`src/rtl/aes_spi_pkg.sv`:
```
// rtl/aes_spi_pkg.sv - shared types and sizing for the AES SPI master
// Contents: FSM state enum, data block width, bit counter width, key size helper.
package aes_spi_pkg;

   typedef enum logic [2:0] {
      IDLE,
      SEND_DATA,
      SEND_KEY,
      WAIT,
      RECV,
      DONE
   } spi_state_t;

   localparam int DATA_BITS = 128;
   localparam int CNT_BITS  = 9;

   function automatic int key_bits(input int nk);
      return 32 * nk;
   endfunction

endpackage

```
`src/rtl/spi_shift_reg.sv`:
```
// rtl/spi_shift_reg.sv - MSB-first shift register with parallel load
// Ports:
//   clk, rst            clock, synchronous active-high reset (clears register)
//   load, load_data     parallel load, takes priority over shifting
//   shift_en, serial_in shift left by one, serial_in enters at bit 0
//   serial_out          current MSB
//   q                   full register contents
module spi_shift_reg #(
   parameter int WIDTH = 8
) (
   input  logic             clk,
   input  logic             rst,
   input  logic             load,
   input  logic [WIDTH-1:0] load_data,
   input  logic             shift_en,
   input  logic             serial_in,
   output logic             serial_out,
   output logic [WIDTH-1:0] q
);

   always_ff @(posedge clk) begin
      if (rst) begin
         q <= '0;
      end else if (load) begin
         q <= load_data;
      end else if (shift_en) begin
         q <= {q[WIDTH-2:0], serial_in};
      end
   end

   assign serial_out = q[WIDTH-1];

endmodule

```
`src/rtl/spi_master.sv`:
```
// rtl/spi_master.sv - SPI master sending an AES block and key, reading back the result
// Build option: SPI_MASTER_READBACK_EN enables the WAIT/RECV readback phases;
// without it the frame ends after the key and data_out stays 0.
// Ports:
//   clk, rst           system/shift clock, synchronous active-high reset
//   start              begin a frame (only honoured in IDLE)
//   data_in, key_in    plaintext block and key, captured when the frame starts
//   CS, MOSI, MISO     SPI lines (CS active low)
//   busy, done         busy outside IDLE, done is a one-cycle end-of-frame pulse
//   data_out           received block, held until the next done
module spi_master
   import aes_spi_pkg::*;
#(
   parameter int Nk          = 4,
   parameter int Nr          = 10,
   parameter int WAIT_CYCLES = 2
) (
   input  logic                     clk,
   input  logic                     rst,
   input  logic                     start,
   input  logic [DATA_BITS-1:0]     data_in,
   input  logic [key_bits(Nk)-1:0]  key_in,
   output logic                     CS,
   output logic                     MOSI,
   input  logic                     MISO,
   output logic                     busy,
   output logic                     done,
   output logic [DATA_BITS-1:0]     data_out
);

   localparam int KEY_BITS = key_bits(Nk);
   localparam int TX_BITS  = DATA_BITS + KEY_BITS;

   localparam logic [CNT_BITS-1:0] DATA_LAST = CNT_BITS'(DATA_BITS - 1);
   localparam logic [CNT_BITS-1:0] KEY_LAST  = CNT_BITS'(KEY_BITS - 1);
`ifdef SPI_MASTER_READBACK_EN
   localparam logic [CNT_BITS-1:0] WAIT_LAST = CNT_BITS'(WAIT_CYCLES - 1);
`endif

   spi_state_t          state;
   spi_state_t          state_next;
   logic [CNT_BITS-1:0] cnt;

   logic                tx_load;
   logic                tx_shift;
   logic                tx_sout;
   logic [TX_BITS-1:0]  tx_q;

   logic                rx_shift;
   logic                rx_sout;
   logic [DATA_BITS-1:0] rx_q;

   logic                unused_tie;

   // State register and per-state bit counter; the counter restarts on every
   // transition so each phase compares against its own last index.
   always_ff @(posedge clk) begin
      if (rst) begin
         state <= IDLE;
         cnt   <= '0;
      end else begin
         state <= state_next;
         if (state_next != state) begin
            cnt <= '0;
         end else begin
            cnt <= cnt + 1'b1;
         end
      end
   end

   always_comb begin
      state_next = state;
      case (state)
         IDLE: begin
            if (start) state_next = SEND_DATA;
         end
         SEND_DATA: begin
            if (cnt == DATA_LAST) state_next = SEND_KEY;
         end
         SEND_KEY: begin
            if (cnt == KEY_LAST) begin
`ifdef SPI_MASTER_READBACK_EN
               state_next = (WAIT_CYCLES == 0) ? RECV : WAIT;
`else
               state_next = DONE;
`endif
            end
         end
`ifdef SPI_MASTER_READBACK_EN
         WAIT: begin
            if (cnt == WAIT_LAST) state_next = RECV;
         end
         RECV: begin
            if (cnt == DATA_LAST) state_next = DONE;
         end
`endif
         DONE: begin
            state_next = IDLE;
         end
         default: begin
            state_next = IDLE;
         end
      endcase
   end

   always_comb begin
      CS       = 1'b1;
      MOSI     = 1'b0;
      busy     = (state != IDLE);
      done     = 1'b0;
      tx_shift = 1'b0;
      rx_shift = 1'b0;
      case (state)
         SEND_DATA, SEND_KEY: begin
            CS       = 1'b0;
            MOSI     = tx_sout;
            tx_shift = 1'b1;
         end
         WAIT: begin
            CS = 1'b0;
         end
         RECV: begin
            CS       = 1'b0;
            rx_shift = 1'b1;
         end
         DONE: begin
            done = 1'b1;
         end
         default: begin
         end
      endcase
   end

   // Data and key are sent back-to-back, so one register holds both.
   assign tx_load = (state == IDLE) && start;

   spi_shift_reg #(
      .WIDTH(TX_BITS)
   ) u_tx (
      .clk       (clk),
      .rst       (rst),
      .load      (tx_load),
      .load_data ({data_in, key_in}),
      .shift_en  (tx_shift),
      .serial_in (1'b0),
      .serial_out(tx_sout),
      .q         (tx_q)
   );

   spi_shift_reg #(
      .WIDTH(DATA_BITS)
   ) u_rx (
      .clk       (clk),
      .rst       (rst),
      .load      (1'b0),
      .load_data ('0),
      .shift_en  (rx_shift),
      .serial_in (MISO),
      .serial_out(rx_sout),
      .q         (rx_q)
   );

   // data_out is written on entry to DONE so it is already valid while done
   // is high; the last MISO bit is merged here because the RX register only
   // absorbs it on that same edge.
   always_ff @(posedge clk) begin
      if (rst) begin
         data_out <= '0;
`ifdef SPI_MASTER_READBACK_EN
      end else if ((state == RECV) && (state_next == DONE)) begin
         data_out <= {rx_q[DATA_BITS-2:0], MISO};
`endif
      end
   end

`ifdef SPI_MASTER_READBACK_EN
   assign unused_tie = ^{tx_q, rx_sout, rx_q[DATA_BITS-1], 1'(Nr)};
`else
   assign unused_tie = ^{tx_q, rx_sout, rx_q, MISO, 1'(Nr), 1'(WAIT_CYCLES)};
`endif

endmodule

```
`config.mk`:
```
export PLATFORM = sky130hd
export DESIGN_NAME = spi_master
export DESIGN_NICKNAME = d
export VERILOG_FILES = /design/src/rtl/aes_spi_pkg.sv /design/src/rtl/spi_shift_reg.sv /design/src/rtl/spi_master.sv
export SDC_FILE = /design/constraint.sdc
export NUM_CORES = 1
export LEC_CHECK = 0
export BUFFER_PORTS_ARGS = -buffer_cell sky130_fd_sc_hd__buf_2
export CORE_MARGIN = 2
export CORE_UTILIZATION = 30
export CTS_CLUSTER_SIZE = 14
export DETAILED_ROUTE_END_ITERATION = 8
export PLACE_DENSITY_LB_ADDON = 0.3
export RECOVER_POWER = 25
export SETUP_SLACK_MARGIN = 0.4
export SYNTH_ARGS = -nofsm -noshare
export SYNTH_HDL_FRONTEND = slang
export SYNTH_SLANG_ARGS = --single-unit
export TNS_END_PERCENT = 20
```
`constraint.sdc`:
```
create_clock -name clk -period 1.6 [get_ports clk]
set_clock_uncertainty 0.1 [all_clocks]
set_input_delay 0.32 -clock clk [delete_from_list [all_inputs] [get_ports clk]]
set_output_delay 0.32 -clock clk [all_outputs]
set_load 0.02 [all_outputs]
```
; ---- Yosys cells after proc, flatten, opt, wreduce, memory -nomap -nowiden
; Index checks and enable logic that the tools add are counted.
[classes]
add_sub_neg = 1
eq_ne = 7
muxes = 10
reduce_logical = 7
[op_table]
columns = operator, count
row1 = 256-bit two-way mux, 2
row2 = "9-bit by 1-bit adder with 9-bit output, second input constant", 1
row3 = "9-bit by 7-bit == test with 1-bit output, second input constant", 1
row4 = 3-bit two-way mux, 3
row5 = 3-bit case mux with 3 select lines, 1
row6 = "3-bit by 2-bit == test with 1-bit output, second input constant", 2
row7 = "3-bit == test, second input constant", 2
row8 = 1-bit two-way mux, 4
row9 = 2-bit OR reduction, 2
row10 = 4-bit OR reduction, 1
row11 = "3-bit by 1-bit == test with 1-bit output, second input constant", 1
row12 = 3-bit zero test, 1
row13 = 3-bit != test, 1
row14 = 3-bit nonzero test, 1
row15 = 2-bit nonzero test, 1
row16 = 1-bit logical AND, 1
[word_totals]
regBits = 268
in_bits = 260
out_inout_bits = 132
word_cells = 28

; ---- Longest topological paths before layout
; Gate-level depths: netlist of run 1.
[logic_depth]
word_depth = 5
mapped_depth = 7
depth_no_buf = 5

; ---- By module
; From an unflattened synthesis of run 1, not the netlist that was laid out.
[hier_totals]
hier_cells = 1339
hier_area_um2 = 14765.4
[modules_own_cells]
columns = mod, instances, cells_per_inst, area_each_um2, seq_area_each_um2
row1 = spi_shift_reg, 1, 1139, 13145.1, 5124.9
row2 = spi_master, 1, 200, 1620.3, 240.2

; ---- Least setup slack after synthesis of run 1
; No wires, ideal clock.
[synth_path]
kind = register to output
startpoint = register state[0]
endpoint = output port MOSI
t_arrival_ns = 1.331
slack_ns = -0.151
stages_incl_launch_ff = 7
n_path_buf = 3
cell_sequence = dfxtp_1 -> buf_4 -> xnor2_4 -> nor2_8 -> buf_6 -> buf_2 -> and2_1
[synth_via]
elab_chain_cells = 3
elab_cells_between_ends = 4
classes_between = eq/ne: 2 / mux: 1 / reduce/logical: 1
[synth_rtl]
columns = item, line_no
row1 = "start, declared", spi_master.sv:40  ; spi_state_t state;
row2 = "start signal, assigned", spi_master.sv:62  ; state <= state_next;
row3 = 3-bit by 1-bit == test with 1-bit output or 3-bit by 2-bit == test with 1-bit output (tied branches), spi_master.sv:113  ; case (state)
row4 = 2-bit OR reduction (*), n/a
row5 = 1-bit two-way mux (*), spi_master.sv:113
row6 = "end, declared", spi_master.sv:24  ; output logic MOSI,
; Every way passes the cells marked *; elsewhere a longest branch is shown, timed or not.

; ---- Worst setup path after layout of run 1
[layout_path]
startpoint = register state[1]
endpoint = output port MOSI
; The elaborated chain is that of the path after synthesis.

==> run metrics, run 1 <==
status=finished, violations left; failing checks=negative setup slack; slowest cell on the critical path=dfxtp_4; hold_ws=0.01879 ns; period utilization=1.244; drt wl/cell=15.80 µm; Post-synth EDFFs=0; drt total wl=38,790 µm; Post-synth top flop=dfxtp_1; Synth Instances=1,337; share of layout cells above drive strength 1=0.3205; Post-synth ARST share=0; io pins=392; post-route ant nets=0; Max Clock Freq=502.3 MHz; Rows=75; Min-Delay Path Class=primary input to flop; Remaining DRCs=0; Die H=211.3 µm; routed via count=11,440; DP HPWL=22,670 µm; Synth Cell Area=12,890 µm²; global-route usage over all layers=0.1559; DR iter-0 viols=457; post-route cell area=19,730 µm²; crit-path cells=xnor2_4, nor2_8, buf_6, and2_4, buf_6; number of buffers created by CTS=31; area grow syn2layout=53.04%; Synth Area per Inst=9.645 µm²; Top Family by Delay on Critical Path=flip-flops; global-route wire length before repair=56,970 µm; CTS Root Cell=clkbuf_16; Power Density=942.4 nW/µm²; Nets=2,156; pins over their slew limit=0; Crit. Startpoint=state[1]$_SDFF_PP0_; vias in the first global route=11,360; Max stage delay on crit path=0.37 ns; largest net degree at the start of global routing=63; Finish-stage setup viols=270; r2r startpoint=state[2]$_SDFF_PP0_; TritonRoute pass-1 iters=6; Starting Density=0.3054; CP Buf/Inv Count=2; Area after DPL=14,660 µm²; Final min period=1.991 ns; Die Area=44,660 µm²; Cell variety after synth=39; Reg clk slew, reported paths=0.06 ns; CP max FO=3; post-synthesis sequential area ratio=0.4161; YS warnings=0; hold_sp=key_in[115]; final worst setup slack=-0.3907 ns; final hold violations=0; synthesized flop and latch total=268; Max Cap Viol=0; vias per cell=4.658; PortBufs=262; Placer Congestion=0.7535; CP startpoint kind=flop; H-tree Lvls=1; CP Capture Type=output pin; DIE WIDTH=211.3 µm; Worst EP arrival=1.57 ns; CTS max path bufs=3; cell mode on critical path=buf_6; total gr overflow=0; Static Leak=8.148 nW; filler cell count=3,790; CTS tree=done; Skew-Pair Late Insertion Delay=0.56 ns; RSZ-0062 raised after global routing=yes; clk sinks=268; Max VDD drop=0.0007237 V; CP Class=flop to output pin; Data required, critical path=1.18 ns; core area=42,230 µm²; initial antenna violation count=1
-- cell usage after synthesis, types with 3 or more instances --
master	n	area, µm²
dfxtp_1	268	5365
nor2_1	236	885.9
mux2i_1	228	2282
a211oi_1	227	1704
buf_4	130	975.9
clkbuf_1	64	240.2
nand2_1	33	123.9
a22oi_1	29	217.7
a21oi_1	27	135.1
buf_12	22	440.4
buf_2	22	110.1
nor3_1	10	50.05
xor2_1	4	35.03
nand3_1	3	15.01
xnor2_1	3	26.28
-- flip-flops by register name (all words and copies together), names as in the netlist --
| register | count |
|---|---|
| u_tx.q | 256 |
| cnt | 9 |
| state | 3 |
-- per-layer routing --
layer | GRT usage | part of all wire
met5 | 0 | 0
met3 | 0.02670 | 0.043
met4 | 0.06022 | 0.036
met1 | 0.1933 | 0.44
met2 | 0.2694 | 0.48
-- cell families after synthesis --
logic type                 synth area share
and+or+nand+nor                     0.09063
DFF                                  0.4161
adders and majority gates         0.0009702
other                             0.0002908
xor gates and xnor gates           0.006890
muxes                                0.1787
buffers and inverters                0.1422
AOI/OAI and AO/OA                    0.1642
-- layout by cell type, fill, tap and decap left out, types with 3 or more instances in the layout --
master         synthesis  layout
dfxtp_1              268     265
buf_2                 22     257
dlygate4sd3_1          0     255
mux2i_1              228     219
nor2_1               236     160
a211oi_1             227     153
conb_1                 1     128
a211oi_2               1      74
nor2_2                 0      63
buf_4                130      47
clkbuf_16              0      42
buf_12                22      32
nand2_1               33      30
a22oi_1               29      28
a21oi_1               27      27
buf_6                  2      25
nor2_4                 0      13
nor3_1                10      10
buf_16                 0      10
mux2i_2                0       9
clkbuf_8               0       9
clkbuf_1              64       7
xor2_1                 4       4
buf_8                  2       4
nand3_1                3       3
xnor2_1                3       3
clkinv_2               0       3
bufinv_16              0       3
-- timing repair --
action                                  CTS  global route
setup buffers                             7             8
endpoints found under the setup margin  272           272
pin swaps                                13            21
hold endpoints to repair                255             0
gates cloned                              4            15
resized for setup                        38           207
hold buffers                            255             0
-- worst register-to-register path: cells and delay by family, from the launching register on --
family,cells,cell delay [ns]
buffers and inverters,5,0.82
multiplexers,1,0.29
flip-flops,1,0.35
AND/OR/NAND/NOR,1,0.11
AO/OA/AOI/OAI,1,0.12
-- where the power goes --
part	switching (mW)	internal (mW)	total (mW)
combinational	1.86	1.99	3.86
clock	2.79	4.38	7.17
sequential	0.322	7.25	7.57
-- worst paths after layout --
check	cells past startpoint	slack, ns	end
setup reg to reg	8	-0.30	u_tx.q[143]$_SDFFE_PP0P_
hold reg to reg	1	0.34	cnt[0]$_SDFF_PP0_
hold / removal	3	0.02	u_tx.q[115]$_SDFFE_PP0P_
setup / recovery	5	-0.39	MOSI
-- through the flow --
step | TNS [ns] | worst slack, ns | std cells | total power, mW | util
floorplan | -0.02376 | -0.02376 | 1464 | 9.800 | -
global placement | -10.05 | -0.08964 | 2112 | 10.40 | 0.3473
detailed placement | -17.88 | -0.1283 | 2112 | 10.44 | 0.3473
CTS | -42.50 | -0.4358 | 2432 | 18.32 | 0.4399
global route | -73.73 | -0.4560 | 2456 | 19.44 | 0.4673
finish | -50.30 | -0.3907 | 2456 | 18.60 | 0.4673
-- final cells by class --
type | count | area, µm² | share of cell area
multi-input cells | 950 | 6903 | 0.3498
repair buffers | 642 | 5738 | 0.2908
diodes | 1 | 2.502 | 0.0001268
clock buffers | 46 | 912.1 | 0.04622
clock inverters | 8 | 120.1 | 0.006087
well taps | 539 | 674.4 | 0.03417
flip-flops and latches | 268 | 5374 | 0.2723
inverters | 2 | 10.01 | 0.0005072
Power figures use the tool's default switching activity.
==> run 2: changes to the inputs <==
--- a/config.mk
+++ b/config.mk
@@ -15,5 +15,6 @@
 export SETUP_SLACK_MARGIN = 0.4
 export SYNTH_ARGS = -nofsm -noshare
 export SYNTH_HDL_FRONTEND = slang
+export SYNTH_HIERARCHICAL = 1
 export SYNTH_SLANG_ARGS = --single-unit
 export TNS_END_PERCENT = 20
==> run metrics, run 2 <==
status=finished, violations left; failing checks=negative setup slack; Static Leak=8.545 nW; CP Capture Type=output pin; initial antenna violation count=2; final worst setup slack=-0.4153 ns; drt total wl=40,870 µm; area grow syn2layout=46.19%; clk sinks=268; YS warnings=6; total power=19.46 mW; Post-Place Worst Slack=-0.2494 ns; Synth Cell Area=14,760 µm²; Finish-stage setup viols=262; CP Class=flop to output pin; CTS tree=done; vias in the first global route=11,220; CTS Root Cell=clkbuf_16; TNS Setup=-66.70 ns; commonest non-fill, non-tap cell in the layout=dfxtp_1; io pins=392; Power Density=901.8 nW/µm²; pins over their slew limit=0; DR iter-0 viols=347; Starting Density=0.3027; Rows=81; CP max FO=3; hold_ws=0.009928 ns; number of buffers created by CTS=34; Skew-Pair Late Insertion Delay=0.53 ns; Data required, critical path=1.18 ns; Min-Delay Path Class=primary input to flop; Final min period=2.015 ns; routed via count=11,210; PortBufs=262; Synth Area per Inst=11.03 µm²; CTS max path bufs=3; post-route ant nets=0; Max Clock Freq=496.2 MHz; total gr overflow=0; core area=48,750 µm²; Synth Instances=1,338; Util after Layout=0.4426; dpl cells=2,238; Non-Filler Instances=2,509; global-route wire length before repair=60,810 µm; Reg clk slew, reported paths=0.06 ns; Max Cap Viol=0; H-tree Lvls=2; CP startpoint kind=flop; global-route usage over all layers=0.1518; Max VDD drop=0.0004982 V; most frequent cells in the layout=264 x dfxtp_1, 258 x buf_2, 224 x a211oi_2; DP HPWL=23,850 µm; TritonRoute pass-1 iters=4; vias per cell=4.466; Placer Congestion=0.7637; Die H=225.8 µm; top layer reached by signal wires=met5; Area after DPL=16,540 µm²; share of layout cells above drive strength 1=0.4653; Die Area=50,980 µm²; Largest register FFs=256; final hold violations=0; Metal-1 WL=18,020 µm; Met3 Wirelength=1757 µm; DIE WIDTH=225.8 µm; drt wl/cell=16.29 µm; post-route cell area=21,570 µm²; largest net degree at the start of global routing=46; biggest regs=u_tx/q (256), cnt (9), state (3); length of routed met2 wiring=19,990 µm; period utilization=1.260; Remaining DRCs=0; Nets=2,084; largest reg by FF count=u_tx/q; RSZ-0062 raised after global routing=yes; Worst EP arrival=1.60 ns
[run 2: changes by cell type in the layout (fill, tap and decap cells not counted), moves of 46 or more]
| cell | previous run | this run |
|---|---|---|
| nor2b_4 | 0 | 75 |
| nor2_1 | 160 | 1 |
| nor2b_1 | 0 | 135 |
| nor2_2 | 63 | 0 |
| nor2b_2 | 0 | 46 |
| dlygate4sd3_1 | 255 | 155 |
| a211oi_2 | 74 | 224 |
| a211oi_1 | 153 | 36 |
[run 2: layout make-up]
type / instances / area, µm²
timing repair buffer: 564 / 5336
antenna: 1 / 2.502
clock inverter: 8 / 73.82
clock buffer: 49 / 978.4
timing repair inverter: 1 / 20.02
tap: 664 / 830.8
multi-input combinational: 950 / 8927
fill: 4474 / 27170
sequential: 268 / 5373
inverter: 4 / 32.53
[run 2: path summary, 6_finish.rpt]
check / endpoint / from / cells past startpoint / slack [ns]
setup / recovery: CS / state[1]$_SDFF_PP0_ / 4 / -0.42
hold / removal: u_tx/q[183]$_SDFFE_PP0P_ / data_in[55] / 3 / 0.01
hold reg to reg: cnt[8]$_SDFF_PP0_ / cnt[8]$_SDFF_PP0_ / 2 / 0.44
setup reg to reg: u_tx/q[19]$_SDFFE_PP0P_ / state[1]$_SDFF_PP0_ / 9 / -0.36
[run 2: repair_timing]
action	CTS	global route
hold buffers	147	8
pin swaps	44	27
endpoints found under the hold margin	147	8
cloned	29	2
setup buffers	26	1
endpoints found under the setup margin	272	272
gates resized for setup	259	109
[run 2: metal layers]
layer,global-route usage,vias to the layer above
li1,-,5529
met1,0.1929,5338
met2,0.2575,258
met3,0.02953,79
met4,0.04892,2
met5,0,-
[run 2: critical path: stages, from the launching register on]
cell and delay (ns):
dfxtp_2 0.34, or3_4 0.40, buf_6 0.14, nand2_4 0.07, buf_6 0.12
[run 2: power by group]
part | switching (mW) | internal [mW] | total, mW
sequential | 0.329 | 7.27 | 7.60
clock | 2.92 | 4.40 | 7.32
combinational | 2.10 | 2.45 | 4.54
==> run 3: changes to the inputs <==
--- a/config.mk
+++ b/config.mk
@@ -8,10 +8,11 @@
 export BUFFER_PORTS_ARGS = -buffer_cell sky130_fd_sc_hd__buf_2
 export CORE_MARGIN = 2
 export CORE_UTILIZATION = 30
+export CTS_BUF_LIST = sky130_fd_sc_hd__clkbuf_2
 export CTS_CLUSTER_SIZE = 14
 export DETAILED_ROUTE_END_ITERATION = 8
 export PLACE_DENSITY_LB_ADDON = 0.3
-export RECOVER_POWER = 25
+export RECOVER_POWER = 100
 export SETUP_SLACK_MARGIN = 0.4
 export SYNTH_ARGS = -nofsm -noshare
 export SYNTH_HDL_FRONTEND = slang
==> run metrics, run 3 <==
io pins=392; dpl cells=2,238; Starting Density=0.3027; CTS Root Cell=clkbuf_2; Die H=225.8 µm; YS warnings=6; CTS max path bufs=3; Last stage=clock tree synthesis; Placer Congestion=0.7637; Synth Cell Area=14,760 µm²; Rows=81; DP HPWL=23,850 µm; Post-CTS Resized=229; PortBufs=262; status=stopped before the end; post-CTS repair timing setup buffer count=33; Synth Instances=1,338; Synth Area per Inst=11.03 µm²; hold buffer count at cts=488; Halt Reason=[ERROR RSZ-0060] Max buffer count reached.; clk sinks=268; H-tree Lvls=3; number of buffers created by CTS=76; DIE WIDTH=225.8 µm
run 3: metrics by stage:
| step | hold WS (ns) | utilization | setup slack (ns) | area (µm²) | setup TNS (ns) |
|---|---|---|---|---|---|
| after floorplan | 0.2928 | - | -0.1685 | 15350 | -39.85 |
| after global placement | 0.3952 | 0.3393 | -0.2322 | 16540 | -43.95 |
| after detailed placement | 0.4148 | 0.3393 | -0.2494 | 16540 | -50.74 |
==> run 4: changes to the inputs <==
--- a/config.mk
+++ b/config.mk
@@ -7,13 +7,10 @@
 export LEC_CHECK = 0
 export BUFFER_PORTS_ARGS = -buffer_cell sky130_fd_sc_hd__buf_2
 export CORE_MARGIN = 2
-export CORE_UTILIZATION = 30
-export CTS_BUF_LIST = sky130_fd_sc_hd__clkbuf_2
-export CTS_CLUSTER_SIZE = 14
+export CORE_UTILIZATION = 20
 export DETAILED_ROUTE_END_ITERATION = 8
-export PLACE_DENSITY_LB_ADDON = 0.3
+export PLACE_DENSITY_LB_ADDON = 0.15
 export RECOVER_POWER = 100
-export SETUP_SLACK_MARGIN = 0.4
 export SYNTH_ARGS = -nofsm -noshare
 export SYNTH_HDL_FRONTEND = slang
 export SYNTH_HIERARCHICAL = 1
==> constraint.sdc (replaced) <==
create_clock -name clk -period 2.08 [get_ports clk]
set_clock_uncertainty 0.1 [all_clocks]
set_input_delay 0.416 -clock clk [delete_from_list [all_inputs] [get_ports clk]]
set_output_delay 0.416 -clock clk [all_outputs]
set_load 0.02 [all_outputs]
==> run metrics, run 4 (synthesized netlist as in run 2, its figures left out) <==
DIE WIDTH=275.6 µm; biggest regs=u_tx/q (256), cnt (9), state (3); dpl cells=2,498; RSZ-0062 raised after global routing=yes; CP startpoint kind=flop; DP HPWL=27,330 µm; GR Util met1=0.1241; Worst EP arrival=1.55 ns; largest reg by FF count=u_tx/q; Power Density=798.2 nW/µm²; grt met3 use=0.02427; Max Clock Freq=483.8 MHz; Skew-Pair Late Insertion Delay=0.55 ns; slowest cell on the critical path=or3_4; Reg clk slew, reported paths=0.06 ns; Starting Density=0.2023; pins over their slew limit=0; largest net degree at the start of global routing=84; post-route ant nets=0; Final min period=2.067 ns; drt total wl=38,700 µm; Die Area=75,980 µm²; Placer Congestion=0.6962; Non-Filler Instances=2,561; DR iter-0 viols=348; Max VDD drop=0.0004690 V; share of layout cells above drive strength 1=0.3685; routed via count=10,020; global-route wire length before repair=57,840 µm; area of the multi-input gates=8025 µm²; PortBufs=262; max_slew headroom=0.5333; Min-Delay Path Class=primary input to flop; crit-path cells=or3_4, nand2_4, buf_6; CP Class=flop to output pin; initial antenna violation count=2; core area=72,960 µm²; area grow syn2layout=21.27%; commonest non-fill, non-tap cell in the layout=dfxtp_1; filler cell count=7,845; total gr overflow=0; H-tree Lvls=2; vias per cell=3.914; GRT Max-Usage Layer=met2; Rows=99; CP max FO=4; global-route usage over all layers=0.09677; CTS tree=done; drt wl/cell=15.11 µm; Remaining DRCs=0; CTS Root Cell=clkbuf_16; GR Util met2=0.1607; vias in the first global route=10,090; Slew @ Worst Pin=0.6958 ns; number of buffers created by CTS=36; CP Capture Type=output pin; io pins=392; most frequent cells in the layout=266 x dfxtp_1, 258 x buf_2, 256 x mux2i_1; Nets=1,838; Largest register FFs=256; Max Cap Viol=0; Data required, critical path=1.56 ns; hold_ws=0.06712 ns; Static Leak=6.846 nW; hold buffer count at cts=0; Max stage delay on crit path=0.43 ns; clk sinks=268; TritonRoute pass-1 iters=4; period utilization=0.9938; final hold violations=0; FF+latch area=5373 µm²; Finish-stage setup viols=0; CTS max path bufs=3; Die H=275.6 µm; status=completed
-- run 4: cell type report --
class | count | area share
Antenna cell | 1 | 0.0001398
Clock buffer | 55 | 0.05768
Clock inverter | 7 | 0.005313
Inverter | 4 | 0.001678
Multi-Input combinational cell | 950 | 0.4484
Sequential cell | 268 | 0.3002
Tap cell | 959 | 0.06704
Timing Repair Buffer | 317 | 0.1195
-- run 4: where the power goes --
part           total [mW]  internal, mW  switching (mW)  leakage [nW]
registers            5.82          5.59           0.233          2.22
clock network        5.97          3.56            2.41         0.542
logic                2.49          1.15            1.34          4.08
-- run 4: layer usage --
layer  up-vias  wire [µm]
met5         -         16
met3        49       2036
met1      4741      17200
met2       198      18770
li1       5034          -
met4         2        678
-- run 4: path summary, 6_finish.rpt --
path / from / end / slack [ns] / cells past startpoint
max: state[1]$_SDFF_PP0_ / CS / 0.01 / 3
max reg2reg: state[1]$_SDFF_PP0_ / u_tx/q[108]$_SDFFE_PP0P_ / 0.06 / 6
min: data_in[122] / u_tx/q[250]$_SDFFE_PP0P_ / 0.07 / 3
min reg2reg: cnt[0]$_SDFF_PP0_ / cnt[0]$_SDFF_PP0_ / 0.41 / 1
-- run 4: repair_timing --
item	4_1_cts	5_1_grt
buffers inserted	1	0
resized for setup	17	12
setup endpoints to repair	4	8
pin swaps	2	1
-- run 4: per-stage QoR --
stage          worst slack, ns  TNS (ns)    util  power (mW)  instance area, µm²
2_1_floorplan          0.02413         0       -       7.952               15240
3_3_place_gp            0.1119         0  0.2284       8.439               16670
3_5_place_dp           0.08503         0  0.2284       8.455               16670
4_1_cts               -0.02262  -0.02985  0.2446       14.63               17850
5_1_grt               -0.04681   -0.1473  0.2453       15.08               17890
6_report               0.01285         0  0.2453       14.29               17900
-- run 4: worst max-delay path, delay by kind of cell (launching register included) --
| family | cells | cell delay (ns) |
|---|---|---|
| AND/OR/NAND/NOR | 2 | 0.52 |
| buffers and inverters | 1 | 0.11 |
| flip-flops | 1 | 0.37 |
